File: config.mk
export PLATFORM = sky130hd
export DESIGN_NAME = shared_tlb_lu_ctrl
export DESIGN_NICKNAME = d
export VERILOG_FILES = /design/src/rtl/config_pkg.sv /design/src/rtl/riscv.sv /design/src/rtl/shared_tlb_lu_ctrl_pkg.sv /design/src/rtl/shared_tlb_lu_ctrl_rr_arb2.sv /design/src/rtl/shared_tlb_lu_ctrl.sv
export SDC_FILE = /design/constraint.sdc
export NUM_CORES = 1
export LEC_CHECK = 0
export ABC_AREA = 0
export CAP_MARGIN = 10
export CORE_AREA = 2 2 184 186
export DETAILED_ROUTE_END_ITERATION = 10
export DIE_AREA = 0 0 186 188
export GPL_TIMING_DRIVEN = 0
export PLACE_DENSITY_LB_ADDON = 0.08
export SLEW_MARGIN = 0
export SYNTH_ARGS = -nofsm -noshare
export SYNTH_HDL_FRONTEND = slang
export SYNTH_SLANG_ARGS = --single-unit
File: constraint.sdc
create_clock -name clk_i -period 3.95 [get_ports clk_i]
set_clock_uncertainty 0.15 [all_clocks]
set_input_delay 1.185 -clock clk_i [delete_from_list [all_inputs] [get_ports clk_i]]
set_output_delay 1.185 -clock clk_i [all_outputs]
set_load 0.02 [all_outputs]
File: src/rtl/config_pkg.sv
// Subset of the core configuration package; this slice reads no fields from it.
package config_pkg;
  typedef struct packed {
    int unsigned XLEN;
    logic        RVH;
  } cva6_cfg_t;

  localparam cva6_cfg_t cva6_cfg_empty = '0;
endpackage

File: src/rtl/riscv.sv
// Subset of the RISC-V package used by the shared TLB lookup controller:
// virtual-address width and the SV39 page-table-entry layout.
package riscv;
  localparam int unsigned VLEN = 64;

  typedef struct packed {
    logic [9:0]  reserved;
    logic [43:0] ppn;
    logic [1:0]  rsw;
    logic        d;
    logic        a;
    logic        g;
    logic        u;
    logic        x;
    logic        w;
    logic        r;
    logic        v;
  } pte_sv39_t;
endpackage

File: src/rtl/shared_tlb_lu_ctrl_pkg.sv
// Types and helpers shared by the TLB lookup controller and its arbiter.
package shared_tlb_lu_ctrl_pkg;
  typedef enum logic [1:0] {IDLE, DRAIN, FLUSH, ACK} shared_tlb_state_e;

  localparam logic RESP_ID_I = 1'b0;
  localparam logic RESP_ID_D = 1'b1;

  // Bit 0 = I, bit 1 = D; on a tie the port that did not win last time goes.
  function automatic logic [1:0] rr_pick(input logic [1:0] req, input logic last_d);
    logic [1:0] gnt;
    gnt[0] = req[0] & (~req[1] | last_d);
    gnt[1] = req[1] & (~req[0] | ~last_d);
    return gnt;
  endfunction
endpackage

File: src/rtl/shared_tlb_lu_ctrl_rr_arb2.sv
// Two-input round-robin arbiter; the last-winner pointer resets to the I port
// so D wins the first tie.
module shared_tlb_lu_ctrl_rr_arb2
  import shared_tlb_lu_ctrl_pkg::*;
(
  input  logic       clk_i,
  input  logic       rst_ni,
  input  logic [1:0] i_req,
  output logic [1:0] o_gnt
);
  logic r_last_d;

  assign o_gnt = rr_pick(i_req, r_last_d);

  always_ff @(posedge clk_i or negedge rst_ni) begin
    if (!rst_ni) begin
      r_last_d <= RESP_ID_I;
    end else if (|o_gnt) begin
      r_last_d <= o_gnt[1];
    end
  end
endmodule

File: src/rtl/shared_tlb_lu_ctrl.sv
// Shared SV39 TLB lookup-port controller: round-robin I/D arbitration with a
// one-cycle registered response, plus SFENCE.VMA flush sequencing.
module shared_tlb_lu_ctrl
  import shared_tlb_lu_ctrl_pkg::*;
#(
  parameter config_pkg::cva6_cfg_t CVA6Cfg    = config_pkg::cva6_cfg_empty,
  parameter int unsigned           ASID_WIDTH = 1
) (
  input  logic                    clk_i,
  input  logic                    rst_ni,
  input  logic                    i_req_valid_i,
  output logic                    i_req_ready_o,
  input  logic [ASID_WIDTH-1:0]   i_asid_i,
  input  logic [riscv::VLEN-1:0]  i_vaddr_i,
  input  logic                    d_req_valid_i,
  output logic                    d_req_ready_o,
  input  logic [ASID_WIDTH-1:0]   d_asid_i,
  input  logic [riscv::VLEN-1:0]  d_vaddr_i,
  output logic                    resp_valid_o,
  output logic                    resp_id_o,
  output logic                    resp_hit_o,
  output riscv::pte_sv39_t        resp_content_o,
  output logic                    resp_is_2M_o,
  output logic                    resp_is_1G_o,
  output logic                    tlb_lu_access_o,
  output logic [ASID_WIDTH-1:0]   tlb_lu_asid_o,
  output logic [riscv::VLEN-1:0]  tlb_lu_vaddr_o,
  input  logic                    tlb_lu_hit_i,
  input  riscv::pte_sv39_t        tlb_lu_content_i,
  input  logic                    tlb_lu_is_2M_i,
  input  logic                    tlb_lu_is_1G_i,
  input  logic                    flush_req_i,
  input  logic [ASID_WIDTH-1:0]   flush_asid_i,
  input  logic [riscv::VLEN-1:0]  flush_vaddr_i,
  output logic                    flush_ack_o,
  output logic                    tlb_flush_o,
  output logic [ASID_WIDTH-1:0]   tlb_asid_flush_o,
  output logic [riscv::VLEN-1:0]  tlb_vaddr_flush_o,
  input  logic                    ptw_busy_i,
  output logic                    ptw_update_allow_o,
  output logic                    perf_miss_o
);
  shared_tlb_state_e        r_state;
  logic [ASID_WIDTH-1:0]    r_flush_asid;
  logic [riscv::VLEN-1:0]   r_flush_vaddr;
  logic                     r_tlb_flush;
  logic                     r_flush_ack;
  logic                     r_ptw_allow;

  logic                     r_resp_vld_p1;
  logic                     r_resp_id_p1;
  logic                     r_resp_hit_p1;
  riscv::pte_sv39_t         r_resp_content_p1;
  logic                     r_resp_2M_p1;
  logic                     r_resp_1G_p1;

  logic                     w_lu_en;
  logic [1:0]               w_req;
  logic [1:0]               w_gnt;
  logic                     w_gnt_any;
  logic                     w_unused_cfg;

  // The core configuration carries nothing this block depends on.
  assign w_unused_cfg = ^CVA6Cfg;

  // Stage p0: arbitration and lookup issue; a pending flush wins over any request.
  assign w_lu_en   = (r_state == IDLE) & ~flush_req_i;
  assign w_req     = {d_req_valid_i, i_req_valid_i} & {2{w_lu_en}};
  assign w_gnt_any = |w_gnt;

  shared_tlb_lu_ctrl_rr_arb2 u_rr_arb2 (
    .clk_i  (clk_i),
    .rst_ni (rst_ni),
    .i_req  (w_req),
    .o_gnt  (w_gnt)
  );

  assign i_req_ready_o   = w_gnt[0];
  assign d_req_ready_o   = w_gnt[1];
  assign tlb_lu_access_o = w_gnt_any;
  assign tlb_lu_asid_o   = w_gnt[1] ? d_asid_i  : i_asid_i;
  assign tlb_lu_vaddr_o  = w_gnt[1] ? d_vaddr_i : i_vaddr_i;

  // Stage p1: registered lookup result, exactly one cycle behind its grant.
  always_ff @(posedge clk_i or negedge rst_ni) begin
    if (!rst_ni) begin
      r_resp_vld_p1     <= 1'b0;
      r_resp_id_p1      <= RESP_ID_I;
      r_resp_hit_p1     <= 1'b0;
      r_resp_content_p1 <= '0;
      r_resp_2M_p1      <= 1'b0;
      r_resp_1G_p1      <= 1'b0;
    end else begin
      r_resp_vld_p1 <= w_gnt_any;
      if (w_gnt_any) begin
        r_resp_id_p1      <= w_gnt[1] ? RESP_ID_D : RESP_ID_I;
        r_resp_hit_p1     <= tlb_lu_hit_i;
        r_resp_content_p1 <= tlb_lu_content_i;
        r_resp_2M_p1      <= tlb_lu_is_2M_i;
        r_resp_1G_p1      <= tlb_lu_is_1G_i;
      end
    end
  end

  assign resp_valid_o   = r_resp_vld_p1;
  assign resp_id_o      = r_resp_id_p1;
  assign resp_hit_o     = r_resp_hit_p1;
  assign resp_content_o = r_resp_content_p1;
  assign resp_is_2M_o   = r_resp_2M_p1;
  assign resp_is_1G_o   = r_resp_1G_p1;
  assign perf_miss_o    = r_resp_vld_p1 & ~r_resp_hit_p1;

  // Flush sequencer; each output register is set on entry to the state it marks.
  always_ff @(posedge clk_i or negedge rst_ni) begin
    if (!rst_ni) begin
      r_state       <= IDLE;
      r_flush_asid  <= '0;
      r_flush_vaddr <= '0;
      r_tlb_flush   <= 1'b0;
      r_flush_ack   <= 1'b0;
      r_ptw_allow   <= 1'b1;
    end else begin
      r_tlb_flush <= 1'b0;
      r_flush_ack <= 1'b0;
      case (r_state)
        IDLE: begin
          if (flush_req_i) begin
            r_flush_asid  <= flush_asid_i;
            r_flush_vaddr <= flush_vaddr_i;
            r_ptw_allow   <= 1'b0;
            r_state       <= DRAIN;
          end
        end
        DRAIN: begin
          if (!r_resp_vld_p1 && !ptw_busy_i) begin
            r_tlb_flush <= 1'b1;
            r_state     <= FLUSH;
          end
        end
        FLUSH: begin
          r_flush_ack <= 1'b1;
          r_state     <= ACK;
        end
        ACK: begin
          r_ptw_allow <= 1'b1;
          r_state     <= IDLE;
        end
        default: begin
          r_ptw_allow <= 1'b1;
          r_state     <= IDLE;
        end
      endcase
    end
  end

  assign tlb_flush_o        = r_tlb_flush;
  assign flush_ack_o        = r_flush_ack;
  assign tlb_asid_flush_o   = r_flush_asid;
  assign tlb_vaddr_flush_o  = r_flush_vaddr;
  assign ptw_update_allow_o = r_ptw_allow;
endmodule

Yosys cells after proc, flatten, opt, wreduce, memory -nomap -nowiden
Index checks and enable logic that the tools add are counted.
{ "word_totals": {"ram_bits": 0, "latch_bits": 0, "regBits": 140, "output_inout_bits": 206, "mem_bits_ro": 0, "mem_count": 0} }
{ "classes": {"n_lt_le_gt_ge": 0, "muxes": 11, "div_mod_pow": 0, "shifts": 0, "multipliers": 0, "eq_ne": 5, "bitwise_logic": 12, "add_sub_neg": 0, "reduce_logical": 9} }
{ "ops": {"columns": ["op", "n"], "rows": [
  ["$mux W64", 1],
  ["$pmux W2 S4", 1],
  ["$mux W1", 6],
  ["$reduce_and A2 Y1", 3],
  ["$not A1 Y1", 5],
  ["$and A1 B1 Y1", 4],
  ["$eq A2 B2 Y1 const B", 2],
  ["$mux W2", 2],
  ["$ne A2 B2 Y1 const B", 2],
  ["$and A2 B2 Y2", 1],
  ["$eq A2 B1 Y1 const B", 1],
  ["$logic_not A1 Y1", 2],
  ["$logic_not A2 Y1", 1],
  ["$or A1 B1 Y1", 2],
  ["$pmux W1 S2", 1],
  ["$reduce_bool A2 Y1", 1],
  ["$reduce_or A2 Y1", 1],
  ["$logic_and A1 B1 Y1", 1]
]} }

Logic depth before layout (Yosys ltp)
Gate-level depths: netlist of the first run.
{ "logic_depth": {"word_depth": 7, "depth_mapped": 8} }

By module
From an unflattened synthesis of the first run, not the netlist that was laid out.
{ "unflattened": {"cells_unflattened": 390, "area_unflattened_um2": 6119.6} }
{ "modules_own_cells": {"columns": ["module", "cells_per_inst", "n_inst", "area_per_inst_um2", "seq_area_each_um2"], "rows": [
  ["shared_tlb_lu_ctrl", 384, 1, 6067.1, 3479.6],
  ["shared_tlb_lu_ctrl_rr_arb2", 6, 1, 52.6, 25.0]
]} }

Worst setup path before layout of the first run
Ideal clock, no wire load.
{ "synth_timing": {"path_type": "input-to-output", "startpoint": "input port flush_req_i", "endpoint": "output port tlb_lu_vaddr_o[55] (netlist name)", "arrival_ns": 2.093, "path_stages": 5, "path_slack_ns": 0.522, "path_cell_list": "nor2b_4 -> nand3_2 -> buf_6 -> buf_6 -> mux2_1"} }
{ "synth_via": {"elab_chain_cells": 7} }
{ "synth_rtl": {"columns": ["item", "line_no", "source"], "rows": [
  ["start, declared", "shared_tlb_lu_ctrl.sv:32", "input logic flush_req_i,"],
  ["$not A1 Y1 *", "shared_tlb_lu_ctrl.sv:67", "assign w_lu_en = (r_state == IDLE) & ~flush_req_i;"],
  ["$and A1 B1 Y1 *", "shared_tlb_lu_ctrl.sv:67", null],
  ["$and A2 B2 Y2 *", "shared_tlb_lu_ctrl.sv:68", "assign w_req = {d_req_valid_i, i_req_valid_i} & {2{w_lu_en}};"],
  ["$not A1 Y1", "shared_tlb_lu_ctrl_pkg.sv:12", "gnt[1] = req[1] & (~req[0] | ~last_d);"],
  ["$or A1 B1 Y1", "shared_tlb_lu_ctrl_pkg.sv:12", null],
  ["$and A1 B1 Y1 *", "shared_tlb_lu_ctrl_pkg.sv:12", null],
  ["$mux W64 *", "shared_tlb_lu_ctrl.sv:82", "assign tlb_lu_vaddr_o = w_gnt[1] ? d_vaddr_i : i_vaddr_i;"],
  ["end, declared", "shared_tlb_lu_ctrl.sv:27", "output logic [riscv::VLEN-1:0] tlb_lu_vaddr_o,"]
]} }
Every way passes the cells marked *; elsewhere a longest branch is shown, timed or not.

Worst setup path after layout of the first run
{ "layout_timing": {"startpoint": "input port i_req_valid_i", "endpoint": "output port tlb_lu_vaddr_o[41] (netlist name)"} }
{ "layout_via": {"elab_chain_cells": 5} }
{ "layout_rtl": {"columns": ["item", "line_no", "source"], "rows": [
  ["start, declared", "shared_tlb_lu_ctrl.sv:11", "input logic i_req_valid_i,"],
  ["$and A2 B2 Y2", "shared_tlb_lu_ctrl.sv:68", null],
  ["$not A1 Y1", "shared_tlb_lu_ctrl_pkg.sv:12", null],
  ["$or A1 B1 Y1", "shared_tlb_lu_ctrl_pkg.sv:12", null],
  ["$and A1 B1 Y1", "shared_tlb_lu_ctrl_pkg.sv:12", null],
  ["$mux W64", "shared_tlb_lu_ctrl.sv:82", null]
]} }
No other way between the ends.

==> flow_metrics.py, run 1 <==
metrics = {
    "status": {
        "outcome": "completed",
    },
    "worst_hold_path": {
        "holdCritPathClass": "reg2reg",
        "hold_path_end": "ptw_update_allow_o$_DFFE_PN1P_",
        "min_path_cells": 2,
        "holdCritStartpoint": "ptw_update_allow_o$_DFFE_PN1P_",
    },
    "logic_synthesis": {
        "syn-num-nets": 658,
        "ys_ff_latch": 139,
        "syn-cell-area_sq_um": 6105,
        "yosysSeqAreaShare_pct": 57.00,
        "synth_warnings": 0,
        "synthCells": 385,
        "ys_types": 22,
        "synth.avg_cell_area_sq_um": 15.86,
    },
    "final_layout": {
        "antennaDiodeCount": 0,
        "layout.cells.most_common": "clkdlybuf4s50_1",
        "fin_nets": 1157,
        "drive_above_1_share_pct": 35.23,
        "layout_common_cells": "clkdlybuf4s50_1 (402), mux2_2 (179), dfrtp_1 (138), buf_2 (33), clkdlybuf4s15_2 (22)",
        "nFillCells": 3313,
        "syn_to_final_growth_pct": 98.50,
    },
    "timing": {
        "tightest_slew_ns": 0.5429,
        "final.setup.tns_ns": 0,
        "period_needed_ns": 3.900,
        "final.period_utilization_pct": 98.73,
        "finalHoldViolCount": 0,
        "setup_viol": 0,
        "slew-limit-headroom_pct": 63.81,
        "rsz0062_at_grt": "false",
        "slew_violations": 0,
        "max_freq_ghz": 0.2564,
    },
    "placed_design": {
        "finalWeightedCongestion": 0.7341,
        "numPortBuffers": 473,
        "hpwl_microns": 23240,
    },
    "global_routing": {
        "grt_pass1_vias": 5409,
        "use_met3_pct": 6.739,
        "grt_pass1_wl_microns": 39000,
        "antenna_found_initial": 3,
        "grt_util_all_layers_pct": 16.02,
        "use_met2_pct": 31.13,
        "grt_use_met1_pct": 15.13,
        "grt_max_degree": 77,
        "grt_overflow": 0,
        "busiest_layer": "met2",
    },
    "worst_setup_path": {
        "reg2reg_depth": 9,
        "startpoint_type": "input pin",
        "r2r-start": "r_state[0]$_DFFE_PN0P_",
        "crit_type": "in2out",
        "reg2reg_to": "resp_content_o[19]$_DFFE_PN0P_",
        "end_kind": "primary output",
        "worstPathMaxFanout": 10,
        "arrival_ns": 2.56,
        "r2r_setup_slack_ns": 1.44,
        "cp.required_ns": 2.61,
    },
    "floorplanning": {
        "core_area_sq_um": 33110,
        "rows": 67,
        "die_h_microns": 188,
        "die-area_sq_um": 34970,
        "ios": 474,
        "start_util_pct": 18.44,
        "die_w_microns": 186,
    },
    "clock_tree": {
        "postCtsHoldBufs": 0,
        "cts_buffers": 17,
        "cts_root_buf": "clkbuf_16",
        "cts_buffer_depth": 2,
        "tritoncts": "built",
        "clk_latency_ns": 0.44,
        "clkSinkCount": 139,
        "clk_pin_slew_worst_paths_ns": 0.07,
        "htreeDepth": 4,
    },
    "run": {
        "drv_cap": 0,
    },
    "routing": {
        "route.detailed.drc": 0,
        "drt_pass1_iterations": 4,
        "via_per_inst": 3.845,
        "first_iter_violations": 111,
        "vias": 5171,
        "ant_nets": 0,
        "wire_per_inst_microns": 21.21,
        "drt_wl_total_microns": 28530,
    },
    "power": {
        "total_power_uw": 8687,
        "p_leak_uw": 0.005005,
        "vdd_drop_max_mv": 0.3809,
        "p_per_area_nw_per_um2": 716.9,
    },
}
-- metrics by stage --
step                std cells  hold WS (ns)  setup WS [ns]  util, %  instance area, sq um
floorplan                 385        0.3490         0.5225        -                  6105
global placement         1306        0.3074         -5.042    34.43                 11400
detailed placement       1307        0.3196        -0.8606    34.52                 11430
CTS                      1345        0.3316        0.04290    36.60                 12120
global route             1345        0.3615       0.008539    36.60                 12120
finish                   1345        0.3257        0.05031    36.60                 12120
-- report_power, final --
| group | switching, uW | total (uW) | internal (uW) | leakage [uW] |
|---|---|---|---|---|
| Combinational | 2080 | 4480 | 2400 | 0.00307 |
| Clock | 701 | 1700 | 1000 | 0.000287 |
| Sequential | 351 | 2510 | 2160 | 0.00165 |
| Total | 3130 | 8690 | 5560 | 0.00500 |
-- synth_stat cells (all sizes together) --
cell type	instances	share of area, %
mux2	198	37
dfrtp	138	57
buf	22	2.9
ha	5	1.0
inv	5	0.31
a21oi	3	0.25
nand2	3	0.18
nor2b	2	0.33
o21ai	2	0.16
dfstp	1	0.43
mux2i	1	0.16
nand2b	1	0.10
nand3	1	0.16
nor2	1	0.061
nor3b	1	0.12
o21a	1	0.12
-- final cells by class --
type | count | area [sq um] | area share, %
Sequential cell | 139 | 3480 | 28.71
Inverter | 5 | 18.77 | 0.1549
Buffer | 21 | 227.7 | 1.879
Clock inverter | 15 | 186.4 | 1.538
Timing Repair Buffer | 481 | 4760 | 39.28
Tap cell | 448 | 560.5 | 4.626
Multi-Input combinational cell | 219 | 2460 | 20.30
Clock buffer | 17 | 425.4 | 3.511
-- sequential cells by signal, indices dropped and copies added (netlist names) --
signal and count:
resp_id_o 1, tlb_vaddr_flush_o 64, resp_valid_o 1, tlb_asid_flush_o 1, r_state 2, flush_ack_o 1
resp_is_2M_o 1, resp_hit_o 1, resp_content_o 64, tlb_flush_o 1, ptw_update_allow_o 1, resp_is_1G_o 1
-- metal layers --
metal / up-vias / part of all wire, %
met5: - / 0.16
met4: 6 / 1.5
met3: 30 / 9.8
met2: 239 / 55
met1: 2525 / 33
li1: 2371 / -
-- cells by family after synthesis --
logic type / Yosys count / synth area share (%)
mux: 199 / 37.30
flops: 139 / 57.00
buf+inv: 27 / 3.177
simple gates: 9 / 0.9634
compound gates: 6 / 0.5329
fa+ha+maj: 5 / 1.025
-- worst max-delay path by stage --
stage,slack (ns),start,to,cells after the start
6_report,0.05,i_req_valid_i,tlb_lu_vaddr_o[41],8
5_1_grt,0.009,i_req_valid_i,tlb_lu_vaddr_o[30],7
4_1_cts,0.04,i_req_valid_i,tlb_lu_vaddr_o[41],8
3_5_place_dp,-0.86,flush_req_i,tlb_lu_vaddr_o[61],7
3_3_place_gp,-5.04,rst_ni,tlb_vaddr_flush_o[5]$_DFFE_PN0P_,1
2_1_floorplan,0.52,flush_req_i,tlb_lu_vaddr_o[55],5
-- critical path, stage by stage --
cell and delay, ns:
dlygate4sd2_1 0.26, nand2_2 0.09, nand3_4 0.12, buf_12 0.17
buf_12 0.12, buf_12 0.14, mux2_4 0.33, buf_6 0.14
-- timing repair --
item                                    4_1_cts  5_1_grt
endpoints found under the setup margin       68        0
buffers inserted                              6        0
resized for setup                           277        0
(Power assumes the default switching activity.)
==> run 2: changes to the inputs <==
--- a/config.mk
+++ b/config.mk
@@ -8,6 +8,7 @@
 export ABC_AREA = 0
 export CAP_MARGIN = 10
 export CORE_AREA = 2 2 184 186
+export CTS_CLUSTER_SIZE = 40
 export DETAILED_ROUTE_END_ITERATION = 10
 export DIE_AREA = 0 0 186 188
 export GPL_TIMING_DRIVEN = 0
==> constraint.sdc (replaced) <==
create_clock -name clk_i -period 3.95 [get_ports clk_i]
set_clock_uncertainty 0.15 [all_clocks]
set_input_delay 1.185 -clock clk_i [delete_from_list [all_inputs] [get_ports clk_i]]
set_output_delay 1.185 -clock clk_i [all_outputs]
set_load 0.05 [all_outputs]
==> run 2 against run 1 <==
  * Clock power barely moved
  * Utilization fell by 0.11 points
  * Global-route usage barely moved
  * Setup slack got worse by 0.018 ns
  * Hold slack improved by 0.0014 ns
  * Total power rose by 21%
  * Register-to-register slack improved by 0.19 ns
  * Fmax fell by 0.46%
  * Critical path depth fell by 1
  * Non-clock buffer count fell by 1
  * Critical path type unchanged
==> flow_metrics.py, run 2 (synthesis results as in run 1) <==
metrics = {
    "status": {
        "outcome": "completed",
    },
    "routing": {
        "drt_pass1_iterations": 4,
        "via_per_inst": 3.860,
        "route.detailed.drc": 0,
        "vias": 5188,
        "ant_nets": 0,
        "wire_per_inst_microns": 21.29,
        "drt_wl_total_microns": 28610,
        "first_iter_violations": 100,
    },
    "run": {
        "drv_cap": 0,
    },
    "placed_design": {
        "numPortBuffers": 473,
        "finalWeightedCongestion": 0.7341,
        "dp_cells": 1307,
        "hpwl_microns": 23240,
        "postPlaceCellArea_sq_um": 11430,
    },
    "clock_tree": {
        "cts_root_buf": "clkbuf_16",
        "htreeDepth": 4,
        "tritoncts": "built",
        "clk_latency_ns": 0.44,
        "cts_buffers": 17,
        "postCtsHoldBufs": 0,
        "clkSinkCount": 139,
        "cts_buffer_depth": 2,
        "clk_pin_slew_worst_paths_ns": 0.07,
    },
    "final_layout": {
        "layout_common_cells": "clkdlybuf4s50_1 (401), mux2_2 (177), dfrtp_1 (138), buf_2 (40), buf_6 (27)",
        "antennaDiodeCount": 0,
        "fin_nets": 1156,
        "nFillCells": 3315,
        "drive_above_1_share_pct": 36.50,
        "design_area_sq_um": 12080,
        "syn_to_final_growth_pct": 97.91,
        "fin_cells": 1344,
        "register_area_sq_um": 3480,
        "multi_input_area_sq_um": 2467,
        "layout.cells.most_common": "clkdlybuf4s50_1",
    },
    "global_routing": {
        "grt_max_degree": 77,
        "grt_pass1_wl_microns": 39120,
        "grt_pass1_vias": 5429,
        "antenna_found_initial": 3,
        "grt_util_all_layers_pct": 16.06,
        "grt_overflow": 0,
    },
    "worst_setup_path": {
        "startpoint_type": "input pin",
        "end_kind": "primary output",
        "arrival_ns": 2.58,
        "cp.required_ns": 2.61,
        "worstPathMaxFanout": 5,
        "crit_chain": "buf_2, nor2b_4, nand3_4, buf_12, bufbuf_16, mux2_4, buf_8",
        "crit_type": "in2out",
        "slowest_delay_ns": 0.32,
        "cp_slowest_cell": "mux2_4",
    },
    "timing": {
        "tightest_slew_ns": 0.7076,
        "final.period_utilization_pct": 99.18,
        "max_freq_ghz": 0.2553,
        "slew-limit-headroom_pct": 52.68,
        "setup_viol": 0,
        "slew_violations": 0,
        "finalHoldViolCount": 0,
        "period_needed_ns": 3.918,
        "rsz0062_at_grt": "false",
    },
    "floorplanning": {
        "start_util_pct": 18.44,
        "die_w_microns": 186,
        "ios": 474,
        "rows": 67,
        "core_area_sq_um": 33110,
        "die_h_microns": 188,
        "die-area_sq_um": 34970,
    },
    "power": {
        "p_leak_uw": 0.005046,
        "vdd_drop_max_mv": 0.4509,
        "p_per_area_nw_per_um2": 872.7,
    },
    "worst_hold_path": {
        "holdCritPathClass": "reg2reg",
    },
}
[run 2: changes by cell type in the layout (fill, tap and decap cells not counted), sizes merged]
cell | previous run | this run
clkdlybuf4s50 | 402 | 401
buf | 63 | 94
clkdlybuf4s15 | 33 | 1
bufbuf | 1 | 2
[run 2: stage by stage]
step | setup TNS (ns) | utilization [%] | total power, uW | hold slack (ns) | setup slack, ns
2_1_floorplan | 0 | - | 6512 | 0.3827 | 0.4085
3_3_place_gp | -755.57 | 34.43 | 8906 | 0.3074 | -5.042
3_5_place_dp | -59.50 | 34.52 | 8913 | 0.3196 | -1.060
4_1_cts | 0 | 36.49 | 10720 | 0.3316 | 0.01105
5_1_grt | 0 | 36.49 | 10990 | 0.3615 | 0.002587
6_report | 0 | 36.49 | 10540 | 0.3272 | 0.03233
[run 2: final timing paths]
check                                                from                              to  slack [ns]  cells after the start
hold / removal             ptw_update_allow_o$_DFFE_PN1P_  ptw_update_allow_o$_DFFE_PN1P_        0.33                      2
setup / recovery                              flush_req_i              tlb_lu_vaddr_o[50]        0.03                      7
max in group asynchronous                          rst_ni  ptw_update_allow_o$_DFFE_PN1P_        2.33                      2
setup reg to reg                   r_state[0]$_DFFE_PN0P_  resp_content_o[19]$_DFFE_PN0P_        1.63                      8
hold reg to reg            ptw_update_allow_o$_DFFE_PN1P_  ptw_update_allow_o$_DFFE_PN1P_        0.33                      2
min in group asynchronous                          rst_ni  resp_content_o[13]$_DFFE_PN0P_        0.53                      1
[run 2: where the power goes]
| part | switching, uW | internal (uW) |
|---|---|---|
| combinational | 3940 | 2400 |
| clock | 698 | 1000 |
| sequential | 350 | 2160 |
| total | 4980 | 5560 |
[run 2: worst max-delay path, delay by kind of cell]
| family | cells | cell delay, ns |
|---|---|---|
| buf+inv | 4 | 0.71 |
| simple gates | 2 | 0.36 |
| mux | 1 | 0.32 |
[run 2: area by class of cell]
cell class,instances,area share [%]
sequential,139,28.80
timing repair buffer,479,39.09
buffer,22,1.823
clock buffer,17,3.521
multi-input combinational,219,20.42
clock inverter,15,1.543
tap,448,4.640
inverter,5,0.1553
[run 2: layer usage]
| layer | routed length [microns] | vias up | track usage [%] |
|---|---|---|---|
| li1 | - | 2367 | - |
| met1 | 9383 | 2554 | 14.96 |
| met2 | 15960 | 235 | 31.36 |
| met3 | 2827 | 26 | 6.895 |
| met4 | 392 | 6 | 4.088 |
| met5 | 46 | - | 0 |
[run 2: timing repair]
item | 4_1_cts | 5_1_grt
buffers inserted | 3 | 0
hold endpoints to repair | 0 | 0
endpoints found under the setup margin | 68 | 0
gates resized for setup | 424 | 0
